`src/rtl/mips_pkg.sv`:
```
// mips_pkg
//   Shared definitions for the multiply/divide unit that sits beside the
//   pipeline EX stage: operation encodings, the sequencer state type and the
//   default data width.
//   No ports (package).
package mips_pkg;

  localparam int MD_WIDTH = 32;

  localparam logic MD_OP_MUL = 1'b0;
  localparam logic MD_OP_DIV = 1'b1;

  typedef enum logic [1:0] {
    MD_IDLE = 2'd0,
    MD_RUN  = 2'd1,
    MD_DONE = 2'd2
  } md_state_e;

endpackage

```
`src/rtl/muldiv_step.sv`:
```
// muldiv_step
//   One combinational iteration of the radix-2 multiply / restoring divide.
//   The accumulator is the {HI, LO} pair, 2*WIDTH bits wide.
//   Ports:
//     acc       in   2*WIDTH  current accumulator
//     operand   in   WIDTH    multiplicand (multiply) or divisor (divide)
//     op        in   1        MD_OP_MUL / MD_OP_DIV
//     acc_next  out  2*WIDTH  accumulator after this iteration
module muldiv_step
  import mips_pkg::*;
#(
  parameter int WIDTH = MD_WIDTH
) (
  input  logic [2*WIDTH-1:0] acc,
  input  logic [WIDTH-1:0]   operand,
  input  logic               op,
  output logic [2*WIDTH-1:0] acc_next
);

  logic [WIDTH:0] mul_sum;
  logic [WIDTH:0] div_rem;
  logic [WIDTH:0] div_diff;

  // Multiply: the carry out of the upper-half add becomes the new MSB as the
  // whole pair shifts right, so no product bit is lost.
  // Divide: the partial remainder is one bit wider than the divisor after the
  // left shift; bit WIDTH of the difference is the borrow, i.e. "negative".
  always_comb begin
    mul_sum = {1'b0, acc[2*WIDTH-1:WIDTH]};
    if (acc[0]) begin
      mul_sum = mul_sum + {1'b0, operand};
    end
    div_rem  = acc[2*WIDTH-1:WIDTH-1];
    div_diff = div_rem - {1'b0, operand};

    acc_next = {mul_sum, acc[WIDTH-1:1]};
    if (op == MD_OP_DIV) begin
      if (!div_diff[WIDTH]) begin
        acc_next = {div_diff[WIDTH-1:0], acc[WIDTH-2:0], 1'b1};
      end else begin
        acc_next = {div_rem[WIDTH-1:0], acc[WIDTH-2:0], 1'b0};
      end
    end
  end

endmodule

```
`src/rtl/muldiv_sequencer.sv`:
```
// muldiv_sequencer
//   Iterative multiply/divide unit next to the EX stage. Owns HI/LO, runs a
//   WIDTH-cycle shift-add multiply or restoring divide, and asks the pipeline
//   controller to stall when a new mul/div or an HI/LO read arrives while busy.
//   Optional feature macro: MULDIV_SIGNED_EN (signed MULT/DIV via op_signed).
//   Ports:
//     clk, rst     clock, synchronous active-high reset
//     start        EX holds a mul/div, operands valid this cycle
//     op           MD_OP_MUL (MULTU) / MD_OP_DIV (DIVU)
//     op_signed    signed variant, only honoured with MULDIV_SIGNED_EN
//     src_a/src_b  multiplicand-dividend / multiplier-divisor
//     kill         pipeline flush, aborts an in-flight operation
//     hilo_read    ID reads HI or LO this cycle
//     busy         operation running
//     done         HI/LO written this cycle
//     stall_pipe   busy & (start | hilo_read)
//     hi/lo        HI and LO registers (with write bypass during DONE)
module muldiv_sequencer
  import mips_pkg::*;
#(
  parameter int WIDTH = MD_WIDTH
) (
  input  logic             clk,
  input  logic             rst,
  input  logic             start,
  input  logic             op,
  input  logic             op_signed,
  input  logic [WIDTH-1:0] src_a,
  input  logic [WIDTH-1:0] src_b,
  input  logic             kill,
  input  logic             hilo_read,
  output logic             busy,
  output logic             done,
  output logic             stall_pipe,
  output logic [WIDTH-1:0] hi,
  output logic [WIDTH-1:0] lo
);

  localparam int            CW   = (WIDTH > 1) ? $clog2(WIDTH) : 1;
  localparam logic [CW-1:0] LAST = CW'(WIDTH - 1);

  md_state_e          state, state_next;
  logic [CW-1:0]      count;
  logic [2*WIDTH-1:0] acc, acc_step, acc_load, prod_res;
  logic [WIDTH-1:0]   operand, operand_load;
  logic [WIDTH-1:0]   hi_q, lo_q, res_hi, res_lo;
  logic [WIDTH-1:0]   a_mag, b_mag;
  logic               op_q;
  logic               neg_lo_q, neg_hi_q, neg_lo_load, neg_hi_load;
  logic               accept, div0;

  assign div0 = (op == MD_OP_DIV) && (src_b == '0);

`ifdef MULDIV_SIGNED_EN
  // Signed operations iterate on magnitudes; the signs are remembered and
  // applied to the result in DONE. For multiply neg_lo covers the whole product.
  logic a_neg, b_neg;
  assign a_neg       = op_signed & src_a[WIDTH-1];
  assign b_neg       = op_signed & src_b[WIDTH-1];
  assign a_mag       = a_neg ? -src_a : src_a;
  assign b_mag       = b_neg ? -src_b : src_b;
  assign neg_lo_load = a_neg ^ b_neg;
  assign neg_hi_load = a_neg;
`else
  logic unused_signed;
  assign unused_signed = op_signed;
  assign a_mag         = src_a;
  assign b_mag         = src_b;
  assign neg_lo_load   = 1'b0;
  assign neg_hi_load   = 1'b0;
`endif

  // Initial accumulator: the multiplier (or dividend) sits in LO with HI
  // cleared. Divide by zero preloads the fixed result and skips RUN.
  always_comb begin
    acc_load     = {{WIDTH{1'b0}}, b_mag};
    operand_load = a_mag;
    if (op == MD_OP_DIV) begin
      acc_load     = {{WIDTH{1'b0}}, a_mag};
      operand_load = b_mag;
    end
    if (div0) begin
      acc_load = {src_a, {WIDTH{1'b1}}};
    end
  end

  muldiv_step #(
    .WIDTH(WIDTH)
  ) u_step (
    .acc     (acc),
    .operand (operand),
    .op      (op_q),
    .acc_next(acc_step)
  );

  // Sign correction of the finished accumulator; this is what gets written
  // to HI/LO and what the bypass shows while in DONE.
  always_comb begin
    prod_res = neg_lo_q ? -acc : acc;
    res_hi   = prod_res[2*WIDTH-1:WIDTH];
    res_lo   = prod_res[WIDTH-1:0];
    if (op_q == MD_OP_DIV) begin
      res_lo = neg_lo_q ? -acc[WIDTH-1:0] : acc[WIDTH-1:0];
      res_hi = neg_hi_q ? -acc[2*WIDTH-1:WIDTH] : acc[2*WIDTH-1:WIDTH];
    end
  end

  always_ff @(posedge clk) begin
    if (rst) begin
      state <= MD_IDLE;
    end else begin
      state <= state_next;
    end
  end

  // A start is taken from IDLE or DONE unless kill drops it; a kill in DONE
  // is harmless because the HI/LO write happens in that cycle regardless.
  always_comb begin
    state_next = state;
    accept     = 1'b0;
    unique case (state)
      MD_IDLE: begin
        if (start && !kill) begin
          accept     = 1'b1;
          state_next = div0 ? MD_DONE : MD_RUN;
        end
      end
      MD_RUN: begin
        if (kill) begin
          state_next = MD_IDLE;
        end else if (count == LAST) begin
          state_next = MD_DONE;
        end
      end
      MD_DONE: begin
        state_next = MD_IDLE;
        if (start && !kill) begin
          accept     = 1'b1;
          state_next = div0 ? MD_DONE : MD_RUN;
        end
      end
      default: state_next = MD_IDLE;
    endcase
  end

  always_ff @(posedge clk) begin
    if (rst) begin
      count    <= '0;
      acc      <= '0;
      operand  <= '0;
      op_q     <= MD_OP_MUL;
      neg_lo_q <= 1'b0;
      neg_hi_q <= 1'b0;
      hi_q     <= '0;
      lo_q     <= '0;
    end else begin
      if (state == MD_DONE) begin
        hi_q <= res_hi;
        lo_q <= res_lo;
      end
      if (accept) begin
        acc      <= acc_load;
        operand  <= operand_load;
        op_q     <= op;
        neg_lo_q <= neg_lo_load & !div0;
        neg_hi_q <= neg_hi_load & !div0 & (op == MD_OP_DIV);
        count    <= '0;
      end else if (state == MD_RUN) begin
        acc   <= acc_step;
        count <= count + CW'(1);
      end
    end
  end

  assign busy       = (state == MD_RUN);
  assign done       = (state == MD_DONE);
  assign stall_pipe = busy & (start | hilo_read);
  assign hi         = (state == MD_DONE) ? res_hi : hi_q;
  assign lo         = (state == MD_DONE) ? res_lo : lo_q;

endmodule

```
`config.mk`:
```
export PLATFORM = sky130hd
export DESIGN_NAME = muldiv_sequencer
export DESIGN_NICKNAME = d
export VERILOG_FILES = /design/src/rtl/mips_pkg.sv /design/src/rtl/muldiv_step.sv /design/src/rtl/muldiv_sequencer.sv
export SDC_FILE = /design/constraint.sdc
export NUM_CORES = 1
export LEC_CHECK = 0
export CAP_MARGIN = 20
export CORE_UTILIZATION = 54
export CTS_BUF_LIST = sky130_fd_sc_hd__clkbuf_8
export DETAILED_ROUTE_END_ITERATION = 8
export PLACE_DENSITY = 0.77
export SLEW_MARGIN = 10
export SYNTH_ARGS = -nofsm -noshare
export SYNTH_HDL_FRONTEND = slang
export SYNTH_HIERARCHICAL = 1
export SYNTH_SLANG_ARGS = --single-unit
```
`constraint.sdc`:
```
create_clock -name clk -period 2.8 [get_ports clk]
set_input_delay 0.56 -clock clk [delete_from_list [all_inputs] [get_ports clk]]
set_output_delay 0.56 -clock clk [all_outputs]
set_load 0.02 [all_outputs]
```
# ---- Word level (Yosys, flattened, before mapping)
# Cells that the tools add are included.
dict set report totals {
  mem_bits_rw 0
  output_inout_bits 67
  input_bits 71
  n_memories 0
  regBits 168
  romBits 0
  wordCells 44
  latch_bits 0
}
dict set report op_classes {
  eq_ne 5
  magnitude_cmp 0
  shift 0
  reduce_logical 9
  n_bitwise 2
  multipliers 0
  addsub 3
  n_div 0
  mux 18
}
# cell n
set ops {}
lappend ops {{$mux W64} 5}
lappend ops {{$mux W32} 4}
lappend ops {{$add A32 B32 Y33} 1}
lappend ops {{$mux W33} 1}
lappend ops {{$sub A33 B32 Y33} 1}
lappend ops {{$logic_not A32 Y1} 1}
lappend ops {{$mux W2} 5}
lappend ops {{$pmux W2 S3} 1}
lappend ops {{$add A5 B1 Y5 const B} 1}
lappend ops {{$eq A5 B5 Y1 const B} 1}
lappend ops {{$reduce_or A2 Y1} 2}
lappend ops {{$ne A3 B2 Y1 const B} 1}
lappend ops {{$eq A2 B1 Y1 const B} 1}
lappend ops {{$eq A2 B2 Y1 const B} 1}
lappend ops {{$logic_and A1 B1 Y1} 2}
lappend ops {{$logic_not A2 Y1} 1}
lappend ops {{$mux W1} 2}
lappend ops {{$ne A2 B2 Y1 const B} 1}
lappend ops {{$reduce_and A2 Y1} 1}
lappend ops {{$reduce_bool A2 Y1} 1}
lappend ops {{$and A1 B1 Y1} 1}
lappend ops {{$logic_not A1 Y1} 1}
lappend ops {{$or A1 B1 Y1} 1}

# ---- Longest topological paths before layout
# Gate-level depths: netlist (run 1).
dict set report logic_depth {
  word_depth 5
  ltp_mapped 16
}

# ---- Hierarchy
# The synthesis (run 1) kept the hierarchy.
# mod instances seq_area_each_um2 area_per_inst_um2 cells_each
set by_module_without_submodules {}
lappend by_module_without_submodules {muldiv_sequencer 1 3363.2 7548.5 698}
lappend by_module_without_submodules {muldiv_step 1 0.0 4798.4 706}

# ---- Worst setup path after synthesis (run 1)
# No wires, ideal clock.
dict set report synth_timing {
  path_kind {reg-to-reg}
  from {reg acc[31]}
  to {reg acc[42]}
  path_buffers 2
  t_arrival_ns 3.005
  synth_period_minus_slack_ns 3.129
  required_time_ns 2.677
  path_stages_with_launch 17
  path_slack_ns -0.329
  setup_time_ns 0.123
  path_cell_list {dfxtp_1 > inv_1 > ha_1 > fa_1 > nand2b_1 > a21oi_1 > o31a_1 > a21bo_2 > a211o_1 > a21o_1 > and3_1 > buf_4 > buf_4 > mux2i_1 > a21oi_1 > o22ai_1 > nor3_4}
}
dict set report synth_between {
  elab_chain_cells 5
}
# item line_no
set synth_rtl {}
lappend synth_rtl {{start: declaration} muldiv_sequencer.sv:44} ;# logic [2*WIDTH-1:0] acc, acc_step, acc_load, prod_res;
lappend synth_rtl {{start signal: assignment} muldiv_sequencer.sv:162} ;# acc <= acc_load;
lappend synth_rtl {{start signal: assignment} muldiv_sequencer.sv:169} ;# acc <= acc_step;
lappend synth_rtl {{$sub A33 B32 Y33} muldiv_step.sv:34} ;# div_diff = div_rem - {1'b0, operand};
lappend synth_rtl {{$mux W64} muldiv_step.sv:38} ;# if (!div_diff[WIDTH]) begin
lappend synth_rtl {{$mux W64} muldiv_step.sv:37} ;# if (op == MD_OP_DIV) begin
lappend synth_rtl {{net acc_step[42]} muldiv_sequencer.sv:44}
lappend synth_rtl {{$mux W64} muldiv_sequencer.sv:168} ;# end else if (state == MD_RUN) begin
lappend synth_rtl {{$mux W64} muldiv_sequencer.sv:161} ;# if (accept) begin
# The timed path passes the listed nets, and every way through them passes these cells. The select of a mux whose other input is x is not followed.
# A chain may end at the register's enable or synchronous reset.

# ---- Worst setup path in the final report (run 1)
dict set report layout_timing {
  from {reg acc[32]}
  to {reg acc[61]}
}
dict set report layout_between {
  elab_chain_cells 5
  word_cells_on_any_way 7
}
# item line_no
set layout_rtl {}
lappend layout_rtl {{$sub A33 B32 Y33 / $add A32 B32 Y33 (equally long branches)} {muldiv_step.sv:34, muldiv_step.sv:31}}
lappend layout_rtl {{$mux W64 / $mux W33 (equally long branches)} {muldiv_step.sv:38, muldiv_step.sv:30}}
lappend layout_rtl {{$mux W64 *} muldiv_step.sv:37}
lappend layout_rtl {{net acc_step[61]} muldiv_sequencer.sv:44}
lappend layout_rtl {{$mux W64 *} muldiv_sequencer.sv:168}
lappend layout_rtl {{$mux W64 *} muldiv_sequencer.sv:161}
# Mark *: on every way through the listed nets, which the timed path passes. The rest lies on a longest branch. The select of a mux whose other input is x is not followed.

==> impl_metrics.prom, run 1 <==
# TYPE chip_impl_metric gauge
chip_impl_info{name="run_status",value="finished with violations"} 1
chip_impl_info{name="violations",value="negative setup slack"} 1
chip_impl_metric{name="gp_congestion",unit=""} 0.925
chip_impl_metric{name="grt_antenna_before_repair",unit=""} 0
chip_impl_metric{name="yosys.area_share.simple",unit=""} 0.172
chip_impl_metric{name="multi_input_comb_area",unit="µm²"} 8900
chip_impl_metric{name="worst-slew-pin-transition",unit="ns"} 1.08
chip_impl_metric{name="ant_nets",unit=""} 0
chip_impl_metric{name="critical_path_peak_fanout",unit=""} 3
chip_impl_info{name="worst-setup-path-type",value="reg -> reg"} 1
chip_impl_metric{name="cts-htree-levels",unit=""} 4
chip_impl_info{name="final_cell_mix",value="238 x sky130_fd_sc_hd__buf_4, 142 x sky130_fd_sc_hd__dfxtp_1, 122 x sky130_fd_sc_hd__nor2_1"} 1
chip_impl_metric{name="area_growth",unit="%"} 36.8
chip_impl_info{name="worst_r2r_startpoint",value="acc[32]"} 1
chip_impl_metric{name="initial_core_util",unit=""} 0.559
chip_impl_metric{name="post_synth_mux_area_share",unit=""} 0.185
chip_impl_metric{name="critical-path-max-stage-delay",unit="ns"} 0.37
chip_impl_info{name="dominant_combinational_cell_family_by_area_after_synthesis",value="compound AO/OA/AOI/OAI gates"} 1
chip_impl_metric{name="synth-seq-cells",unit=""} 168
chip_impl_info{name="reg2reg_to",value="acc[61]"} 1
chip_impl_metric{name="grt_usage",unit=""} 0.350
chip_impl_info{name="cell_at_the_root_of_the_clock_tree",value="sky130_fd_sc_hd__clkbuf_8"} 1
chip_impl_metric{name="max_cap_violations",unit=""} 0
chip_impl_metric{name="sum_of_overflow_across_all_layers_after_global_routing",unit=""} 0
chip_impl_info{name="hold_path.startpoint",value="count[4]"} 1
chip_impl_metric{name="synth_cells",unit=""} 1404
chip_impl_metric{name="synth_top_area_share",unit=""} 0.272
chip_impl_metric{name="layout-drive-gt1-share",unit=""} 0.329
chip_impl_metric{name="yosys.area_share.xor_xnor",unit=""} 0.0376
chip_impl_metric{name="core_area",unit="µm²"} 22100
chip_impl_metric{name="synth_fa_ha_area_frac",unit=""} 0.0701
chip_impl_metric{name="synthDistinctLibCells",unit=""} 69
chip_impl_info{name="worst_hold_path_type",value="reg -> reg"} 1
chip_impl_info{name="synth_largest_area_cell",value="sky130_fd_sc_hd__dfxtp_1"} 1
chip_impl_metric{name="wl",unit="mm"} 41.3
chip_impl_metric{name="worstSkewPairLatency",unit="ns"} 0.48
chip_impl_metric{name="inserted_clock_buffers",unit=""} 17
chip_impl_metric{name="max-vdd-ir-drop",unit="mV"} 0.340
chip_impl_metric{name="wire_length_of_the_first_global_routing_pass",unit="mm"} 64.6
chip_impl_metric{name="setup-tns-final",unit="ns"} -12.69
chip_impl_metric{name="report.power.total",unit="W"} 0.00821
chip_impl_metric{name="finalSetupViolations",unit=""} 33
chip_impl_metric{name="firstDrtPassIters",unit=""} 5
chip_impl_metric{name="post-route-min-period",unit="ns"} 3.33
chip_impl_info{name="layout_commonest_cell",value="sky130_fd_sc_hd__buf_4"} 1
chip_impl_metric{name="avgViaCountPerCell",unit=""} 6.02
chip_impl_metric{name="min_path_cells",unit=""} 2
chip_impl_metric{name="avgSynthCellArea",unit="µm²"} 8.79
chip_impl_metric{name="wl_per_cell",unit="µm"} 20.3
chip_impl_metric{name="detail_route.iter0.violations",unit=""} 921
chip_impl_metric{name="synthArstFlopShare",unit=""} 0
chip_impl_metric{name="power-per-cell-area",unit="nW/µm²"} 486
chip_impl_metric{name="number_of_global_route_vias_before_repair",unit=""} 12000
chip_impl_info{name="cts_tree",value="built"} 1
chip_impl_info{name="unrepaired_setup_endpoints_after_global_routing",value="yes"} 1
chip_impl_metric{name="floorplan.die.width",unit="µm"} 153
chip_impl_info{name="cp_slowest_cell",value="sky130_fd_sc_hd__fa_2"} 1
chip_impl_metric{name="number_of_flops_mapped_to_enable_cells_by_yosys",unit=""} 0
chip_impl_metric{name="drc",unit=""} 0
chip_impl_metric{name="timing.slew.headroom",unit=""} 0.277
chip_impl_metric{name="maximum_number_of_pins_on_one_net_before_global_route_repair",unit=""} 66
chip_impl_metric{name="dpl_worst_slack",unit="ns"} -0.531
chip_impl_metric{name="worst_ep_arrival_time",unit="ns"} 3.73
chip_impl_metric{name="final_core_utilization",unit=""} 0.764
chip_impl_metric{name="finish.net_count",unit=""} 1877
chip_impl_metric{name="timing.final.max_slew_violations",unit=""} 0
chip_impl_metric{name="fmaxAchievable",unit="MHz"} 301
chip_impl_info{name="cp_common_cell",value="sky130_fd_sc_hd__buf_6"} 1
chip_impl_metric{name="num_antenna_cells",unit=""} 0
chip_impl_metric{name="hold-worst-slack",unit="ns"} 0.496
chip_impl_info{name="cp_cell_sequence",value="buf_6, ha_4, fa_2, a21oi_2, o311a_1, o221ai_4, o211a_1, o21a_1, buf_6, a41oi_4, xnor2_1, a221o_1, a31oi_2, o22ai_1, nor3_2"} 1
chip_impl_metric{name="setup_skew_after_layout",unit="ns"} 0.0225
chip_impl_metric{name="numPortBuffers",unit=""} 136
chip_impl_metric{name="required",unit="ns"} 3.20
chip_impl_metric{name="final_clock_period_utilization_by_the_worst_path",unit=""} 1.19
chip_impl_info{name="postSynth.topFlopCell",value="sky130_fd_sc_hd__dfxtp_1"} 1
chip_impl_metric{name="clk_transition_reported_paths",unit="ns"} 0.11
chip_impl_info{name="yosys-top-cells-area",value="sky130_fd_sc_hd__dfxtp_1 27%, sky130_fd_sc_hd__mux2i_1 10%, sky130_fd_sc_hd__mux2_2 8.6%, sky130_fd_sc_hd__ha_1 6.7%, sky130_fd_sc_hd__nor2_1 3.7%"} 1
chip_impl_metric{name="postSynthNetCount",unit=""} 1543
chip_impl_info{name="worst_hold_path.endpoint",value="count[4]"} 1
chip_impl_metric{name="seq_area_frac_synth",unit=""} 0.272
chip_impl_metric{name="die_area",unit="µm²"} 23500
chip_impl_metric{name="fillCellCount",unit=""} 1643
chip_impl_metric{name="setup.reg_to_reg.worst_slack",unit="ns"} -0.53
chip_impl_metric{name="ys_warnings",unit=""} 6
chip_impl_metric{name="post-route-worst-setup-slack",unit="ns"} -0.525
chip_impl_metric{name="die_height",unit="µm"} 153
chip_impl_metric{name="register_area",unit="µm²"} 3410
chip_impl_metric{name="top_level_port_count",unit=""} 138
chip_impl_info{name="timing.critical_path.to_type",value="flop"} 1
chip_impl_info{name="critical_path.startpoint_type",value="flop"} 1
chip_impl_metric{name="leakagePower",unit="nW"} 7.56
chip_impl_metric{name="finalHoldViolCount",unit=""} 0
chip_impl_metric{name="worst-r2r-cell-count",unit=""} 15
chip_impl_metric{name="place_hpwl",unit="mm"} 29.8
chip_impl_metric{name="core.rowCount",unit=""} 54
chip_impl_metric{name="vias",unit=""} 12200
chip_impl_metric{name="cts.sinks",unit=""} 168
chip_impl_metric{name="netlist_area",unit="µm²"} 12300
chip_impl_metric{name="cts_buffer_depth",unit=""} 2
chip_impl_metric{name="synth_compound_area_frac",unit=""} 0.207
-- metal layers --
layer	GRT usage	wire length, µm
met4	0.122	1270
met2	0.567	18800
met5	0	0
met3	0.0590	3010
met1	0.467	18200
-- state kept, by name, summed over array words and instances (netlist names) --
signal / cells
op_q: 1
lo_q: 32
count: 5
state: 2
acc: 64
hi_q: 32
operand: 32
-- worst max path at each step --
stage	from	endpoint	slack [ns]
2_1_floorplan	acc[40]	acc[0]	-0.11
3_3_place_gp	acc[32]	acc[59]	-0.53
3_5_place_dp	acc[32]	acc[59]	-0.53
4_1_cts	acc[32]	acc[61]	-0.45
5_1_grt	operand[4]	acc[62]	-0.60
6_report	acc[32]	acc[61]	-0.53
-- Yosys cell counts (5+ instances only) --
master	number
sky130_fd_sc_hd__dfxtp_1	168
sky130_fd_sc_hd__mux2i_1	123
sky130_fd_sc_hd__nor2_1	123
sky130_fd_sc_hd__mux2_2	94
sky130_fd_sc_hd__a21oi_1	75
sky130_fd_sc_hd__nand2_1	72
sky130_fd_sc_hd__and2_1	67
sky130_fd_sc_hd__ha_1	66
sky130_fd_sc_hd__inv_1	65
sky130_fd_sc_hd__clkbuf_1	57
sky130_fd_sc_hd__a211oi_1	54
sky130_fd_sc_hd__o21ai_0	37
sky130_fd_sc_hd__xnor2_1	36
sky130_fd_sc_hd__o22ai_1	32
sky130_fd_sc_hd__a221oi_2	29
sky130_fd_sc_hd__nor3_2	27
sky130_fd_sc_hd__a21o_1	21
sky130_fd_sc_hd__nor2b_1	21
sky130_fd_sc_hd__buf_2	20
sky130_fd_sc_hd__xor2_1	17
sky130_fd_sc_hd__a31oi_1	15
sky130_fd_sc_hd__nand3_1	15
sky130_fd_sc_hd__nor3_1	14
sky130_fd_sc_hd__nand2b_1	11
sky130_fd_sc_hd__nand4_1	10
sky130_fd_sc_hd__o21a_1	10
sky130_fd_sc_hd__and3_1	9
sky130_fd_sc_hd__o211ai_1	8
sky130_fd_sc_hd__buf_1	7
sky130_fd_sc_hd__buf_6	7
sky130_fd_sc_hd__o21bai_1	7
sky130_fd_sc_hd__nor4_1	6
sky130_fd_sc_hd__a221oi_1	5
sky130_fd_sc_hd__a41oi_1	5
-- final cells by class --
type,count,share of cell area
clock buffer,17,0.0139
timing repair buffer,408,0.213
multi-input combinational,1077,0.527
tap,280,0.0207
inverter,66,0.0148
clock inverter,14,0.00904
sequential,168,0.202
-- report_power, final --
group	internal [W]	switching, W	total [W]
clock network	0.000669	0.00111	0.00178
registers	0.00251	0.000127	0.00263
logic	0.00189	0.00191	0.00380
-- per-stage QoR --
step	std cells	instance area, µm²
after floorplan	1404	12500
after global placement	1959	15600
after detailed placement	1959	15600
after CTS	2018	16600
after global routing	2030	16900
final	2030	16900
-- critical path, delay by kind of cell, from the launching register on --
| kind | cells | cell delay, ns |
|---|---|---|
| adder cells (fa/ha/maj) | 2 | 0.53 |
| flip-flops | 1 | 0.34 |
| buffers and inverters | 2 | 0.25 |
| AND/OR/NAND/NOR | 1 | 0.20 |
| XOR/XNOR | 1 | 0.11 |
| AO/OA/AOI/OAI | 9 | 1.83 |
-- cell families (layout without fill, tap and decap cells) --
| kind of cell | Yosys count | count (layout) |
|---|---|---|
| flops | 168 | 168 |
| fa+ha+maj | 68 | 68 |
| mux | 217 | 217 |
| buf+inv | 159 | 505 |
| simple gates | 396 | 396 |
| compound gates | 343 | 343 |
| xor+xnor | 53 | 53 |
-- timing repair --
| action | 4_1_cts | 5_1_grt |
|---|---|---|
| pin swaps | 118 | 53 |
| setup buffers | 25 | 14 |
| endpoints found under the setup margin | 87 | 33 |
| hold buffers | 0 | 0 |
| gates cloned | 4 | 0 |
| gates resized for setup | 145 | 35 |
No activity file was read; power rests on OpenSTA's default activity.
==> run 2, diff against run 1 <==
--- a/config.mk
+++ b/config.mk
@@ -5,11 +5,12 @@
 export SDC_FILE = /design/constraint.sdc
 export NUM_CORES = 1
 export LEC_CHECK = 0
+export ABC_AREA = 1
 export CAP_MARGIN = 20
 export CORE_UTILIZATION = 54
 export CTS_BUF_LIST = sky130_fd_sc_hd__clkbuf_8
 export DETAILED_ROUTE_END_ITERATION = 8
-export PLACE_DENSITY = 0.77
+export PLACE_DENSITY = 0.76
 export SLEW_MARGIN = 10
 export SYNTH_ARGS = -nofsm -noshare
 export SYNTH_HDL_FRONTEND = slang
==> impl_metrics.prom, run 2 <==
# TYPE chip_impl_metric gauge
chip_impl_metric{name="ys_warnings",unit=""} 6
chip_impl_metric{name="layout-drive-gt1-share",unit=""} 0.100
chip_impl_metric{name="fmaxAchievable",unit="MHz"} 361
chip_impl_info{name="yosys-top-cells-area",value="sky130_fd_sc_hd__dfxtp_1 24%, sky130_fd_sc_hd__nand2_1 17%, sky130_fd_sc_hd__inv_1 9.8%, sky130_fd_sc_hd__o21ai_0 8.9%, sky130_fd_sc_hd__a21oi_1 7.3%"} 1
chip_impl_metric{name="number_of_global_route_vias_before_repair",unit=""} 14200
chip_impl_metric{name="postSynthNetCount",unit=""} 2545
chip_impl_metric{name="final_cells",unit=""} 2877
chip_impl_metric{name="clk_transition_reported_paths",unit="ns"} 0.14
chip_impl_metric{name="setup_skew_after_layout",unit="ns"} 0.0317
chip_impl_metric{name="cts-htree-levels",unit=""} 4
chip_impl_metric{name="wl_per_cell",unit="µm"} 18.1
chip_impl_info{name="worst_hold_path_type",value="in -> reg"} 1
chip_impl_metric{name="place_hpwl",unit="mm"} 39.9
chip_impl_metric{name="sum_of_overflow_across_all_layers_after_global_routing",unit=""} 0
chip_impl_info{name="cell_at_the_root_of_the_clock_tree",value="sky130_fd_sc_hd__clkbuf_8"} 1
chip_impl_info{name="max_flop_register",value="acc"} 1
chip_impl_metric{name="die_height",unit="µm"} 163
chip_impl_metric{name="stdcell_area",unit="µm²"} 16600
chip_impl_metric{name="floorplan.die.width",unit="µm"} 163
chip_impl_metric{name="largest_reg_flops",unit=""} 64
chip_impl_metric{name="synthArstFlopShare",unit=""} 0
chip_impl_metric{name="avgViaCountPerCell",unit=""} 5.66
chip_impl_metric{name="seq_area_frac_synth",unit=""} 0.239
chip_impl_info{name="worst-setup-path-type",value="reg -> reg"} 1
chip_impl_metric{name="netlist_area",unit="µm²"} 14100
chip_impl_metric{name="area_growth",unit="%"} 18.4
chip_impl_metric{name="max_cap_violations",unit=""} 0
chip_impl_metric{name="synth-seq-cells",unit=""} 168
chip_impl_metric{name="drc",unit=""} 0
chip_impl_metric{name="core_area",unit="µm²"} 25400
chip_impl_metric{name="grt_usage",unit=""} 0.385
chip_impl_metric{name="worst-slew-pin-transition",unit="ns"} 0.963
chip_impl_info{name="final_cell_mix",value="638 x sky130_fd_sc_hd__nand2_1, 365 x sky130_fd_sc_hd__inv_1, 206 x sky130_fd_sc_hd__a21oi_1"} 1
chip_impl_metric{name="worst_ep_arrival_time",unit="ns"} 3.15
chip_impl_metric{name="wire_length_of_the_first_global_routing_pass",unit="mm"} 78.2
chip_impl_metric{name="numPortBuffers",unit=""} 136
chip_impl_info{name="yosys-top-cells-count",value="644 x sky130_fd_sc_hd__nand2_1, 368 x sky130_fd_sc_hd__inv_1, 249 x sky130_fd_sc_hd__o21ai_0, 206 x sky130_fd_sc_hd__a21oi_1, 197 x sky130_fd_sc_hd__nor2_1"} 1
chip_impl_metric{name="dp.cells",unit=""} 2840
chip_impl_info{name="yosysMostFrequentCell",value="sky130_fd_sc_hd__nand2_1"} 1
chip_impl_metric{name="num_antenna_cells",unit=""} 0
chip_impl_metric{name="ant_nets",unit=""} 0
chip_impl_metric{name="number_of_flops_mapped_to_enable_cells_by_yosys",unit=""} 0
chip_impl_metric{name="timing.slew.headroom",unit=""} 0.357
chip_impl_metric{name="dpl_cell_area",unit="µm²"} 16000
chip_impl_metric{name="worstSkewPairLatency",unit="ns"} 0.51
chip_impl_metric{name="cts.sinks",unit=""} 168
chip_impl_info{name="critical_path.startpoint_type",value="flop"} 1
chip_impl_metric{name="synthDistinctLibCells",unit=""} 45
chip_impl_metric{name="critical_path_peak_fanout",unit=""} 12
chip_impl_metric{name="setup.reg_to_reg.worst_slack",unit="ns"} 0.03
chip_impl_metric{name="firstDrtPassIters",unit=""} 6
chip_impl_info{name="layout_commonest_cell",value="sky130_fd_sc_hd__nand2_1"} 1
chip_impl_info{name="crit_path_start",value="acc[31]"} 1
chip_impl_metric{name="avgSynthCellArea",unit="µm²"} 5.85
chip_impl_metric{name="required",unit="ns"} 3.18
chip_impl_metric{name="report.power.total",unit="W"} 0.00871
chip_impl_info{name="cts_tree",value="built"} 1
chip_impl_metric{name="grt_antenna_before_repair",unit=""} 0
chip_impl_metric{name="maximum_number_of_pins_on_one_net_before_global_route_repair",unit=""} 99
chip_impl_metric{name="leakagePower",unit="nW"} 8.89
chip_impl_info{name="timing.critical_path.to_type",value="flop"} 1
chip_impl_info{name="postSynth.topFlopCell",value="sky130_fd_sc_hd__dfxtp_1"} 1
chip_impl_info{name="worst_r2r_startpoint",value="acc[31]"} 1
chip_impl_metric{name="synth_cells",unit=""} 2406
chip_impl_metric{name="initial_core_util",unit=""} 0.554
chip_impl_metric{name="wl",unit="mm"} 52.1
chip_impl_metric{name="cts_buffer_depth",unit=""} 2
chip_impl_metric{name="finish.net_count",unit=""} 2673
chip_impl_metric{name="synth_top_area_share",unit=""} 0.239
chip_impl_metric{name="max-vdd-ir-drop",unit="mV"} 0.289
chip_impl_metric{name="final_clock_period_utilization_by_the_worst_path",unit=""} 0.989
chip_impl_metric{name="worst-r2r-cell-count",unit=""} 20
chip_impl_metric{name="finalHoldViolCount",unit=""} 0
chip_impl_info{name="reg2reg_to",value="acc[40]"} 1
chip_impl_metric{name="gp_congestion",unit=""} 1.03
chip_impl_metric{name="post-route-min-period",unit="ns"} 2.77
chip_impl_metric{name="top_level_port_count",unit=""} 138
chip_impl_metric{name="die_area",unit="µm²"} 26700
chip_impl_metric{name="inserted_clock_buffers",unit=""} 17
chip_impl_metric{name="detail_route.iter0.violations",unit=""} 2153
chip_impl_metric{name="vias",unit=""} 16300
chip_impl_info{name="synth_largest_area_cell",value="sky130_fd_sc_hd__dfxtp_1"} 1
chip_impl_metric{name="finalSetupViolations",unit=""} 0
chip_impl_info{name="unrepaired_setup_endpoints_after_global_routing",value="yes"} 1
chip_impl_metric{name="timing.final.max_slew_violations",unit=""} 0
chip_impl_metric{name="core.rowCount",unit=""} 58
chip_impl_metric{name="power-per-cell-area",unit="nW/µm²"} 524
chip_impl_info{name="timing.critical_path.to",value="acc[40]"} 1
chip_impl_info{name="run_status",value="finished clean"} 1
-- run 2: changes by cell type after synthesis, moves of 54 or more --
cell | previous run | this run
sky130_fd_sc_hd__nor2_1 | 123 | 197
sky130_fd_sc_hd__o21ai_0 | 37 | 249
sky130_fd_sc_hd__a211oi_1 | 54 | 0
sky130_fd_sc_hd__a21oi_1 | 75 | 206
sky130_fd_sc_hd__nand2_1 | 72 | 644
sky130_fd_sc_hd__mux2i_1 | 123 | 0
sky130_fd_sc_hd__nand3_1 | 15 | 124
sky130_fd_sc_hd__inv_1 | 65 | 368
sky130_fd_sc_hd__or2_2 | 1 | 84
sky130_fd_sc_hd__mux2_2 | 94 | 0
sky130_fd_sc_hd__and2_1 | 67 | 2
-- run 2: cells by family after synthesis --
family,share of synthesized area
simple gates,0.333
compound gates,0.209
buf+inv,0.140
flops,0.239
fa+ha+maj,0.0616
xor+xnor,0.0181
-- run 2: final cells by class --
type                            instances  area [µm²]
Inverter                              372        1400
Tap cell                              330         413
Fill cell                            2468        8750
Multi-Input combinational cell       1752        8860
Clock inverter                         15         220
Timing Repair Buffer                  223        2140
Clock buffer                           17         234
Sequential cell                       168        3380
-- run 2: worst min-delay path by stage --
stage          startpoint  endpoint  slack [ns]  depth (start not counted)
2_1_floorplan    count[4]  count[4]        0.44                          2
4_1_cts               rst  lo_q[13]        0.39                          2
6_report              rst  lo_q[13]        0.41                          2
3_3_place_gp     count[4]  count[4]        0.45                          2
5_1_grt               rst   lo_q[8]        0.41                          2
3_5_place_dp     count[4]  count[4]        0.47                          2
-- run 2: timing repair --
| action | in CTS | in global routing |
|---|---|---|
| pin swaps | 2 | 11 |
| gates resized for setup | 98 | 66 |
| setup buffers | 1 | 1 |
| gates cloned | 1 | 2 |
| setup endpoints to repair | 92 | 73 |
| hold buffers | 0 | 0 |
-- run 2: critical path: stages (launching register included) --
cell and delay [ns]:
sky130_fd_sc_hd__dfxtp_2 0.37, sky130_fd_sc_hd__inv_4 0.05, sky130_fd_sc_hd__ha_4 0.16, sky130_fd_sc_hd__fa_2 0.41, sky130_fd_sc_hd__inv_2 0.06, sky130_fd_sc_hd__nand2_1 0.06, sky130_fd_sc_hd__nand2_2 0.13, sky130_fd_sc_hd__nand3_2 0.08
sky130_fd_sc_hd__nand2_2 0.10, sky130_fd_sc_hd__nand2_2 0.07, sky130_fd_sc_hd__nand2_4 0.11, sky130_fd_sc_hd__nand2_4 0.07, sky130_fd_sc_hd__nand2_4 0.08, sky130_fd_sc_hd__nand2_1 0.10, sky130_fd_sc_hd__nand2_4 0.17, sky130_fd_sc_hd__clkbuf_16 0.20
sky130_fd_sc_hd__nand2_1 0.05, sky130_fd_sc_hd__nand3_1 0.06, sky130_fd_sc_hd__nand2_1 0.05, sky130_fd_sc_hd__o21ai_0 0.17, sky130_fd_sc_hd__a21oi_1 0.09
-- run 2: routing by layer --
layer | vias to the layer above | GRT usage | wire length [µm]
met2 | 842 | 0.611 | 23000
met5 | - | 0 | 0
met4 | 0 | 0.153 | 1950
li1 | 7883 | - | -
met3 | 134 | 0.0668 | 5110
met1 | 7414 | 0.514 | 22100
-- run 2: through the flow --
stage | hold WS, ns | worst slack (ns) | TNS, ns | utilization
after floorplan | 0.444 | 0.394 | 0 | -
after global placement | 0.454 | 0.0356 | 0 | 0.631
after detailed placement | 0.470 | -0.0672 | -0.466 | 0.631
after CTS | 0.394 | -0.0783 | -0.248 | 0.648
after global routing | 0.406 | -0.0854 | -0.949 | 0.655
final | 0.407 | 0.0306 | 0 | 0.655
-- run 2: report_power, final --
part           leakage [nW]  total [W]  switching [W]  internal (W)
combinational          7.29    0.00401        0.00254       0.00147
clock                 0.223    0.00199        0.00120      0.000789
sequential             1.38    0.00271       0.000173       0.00254
total                  8.89    0.00871        0.00391       0.00480
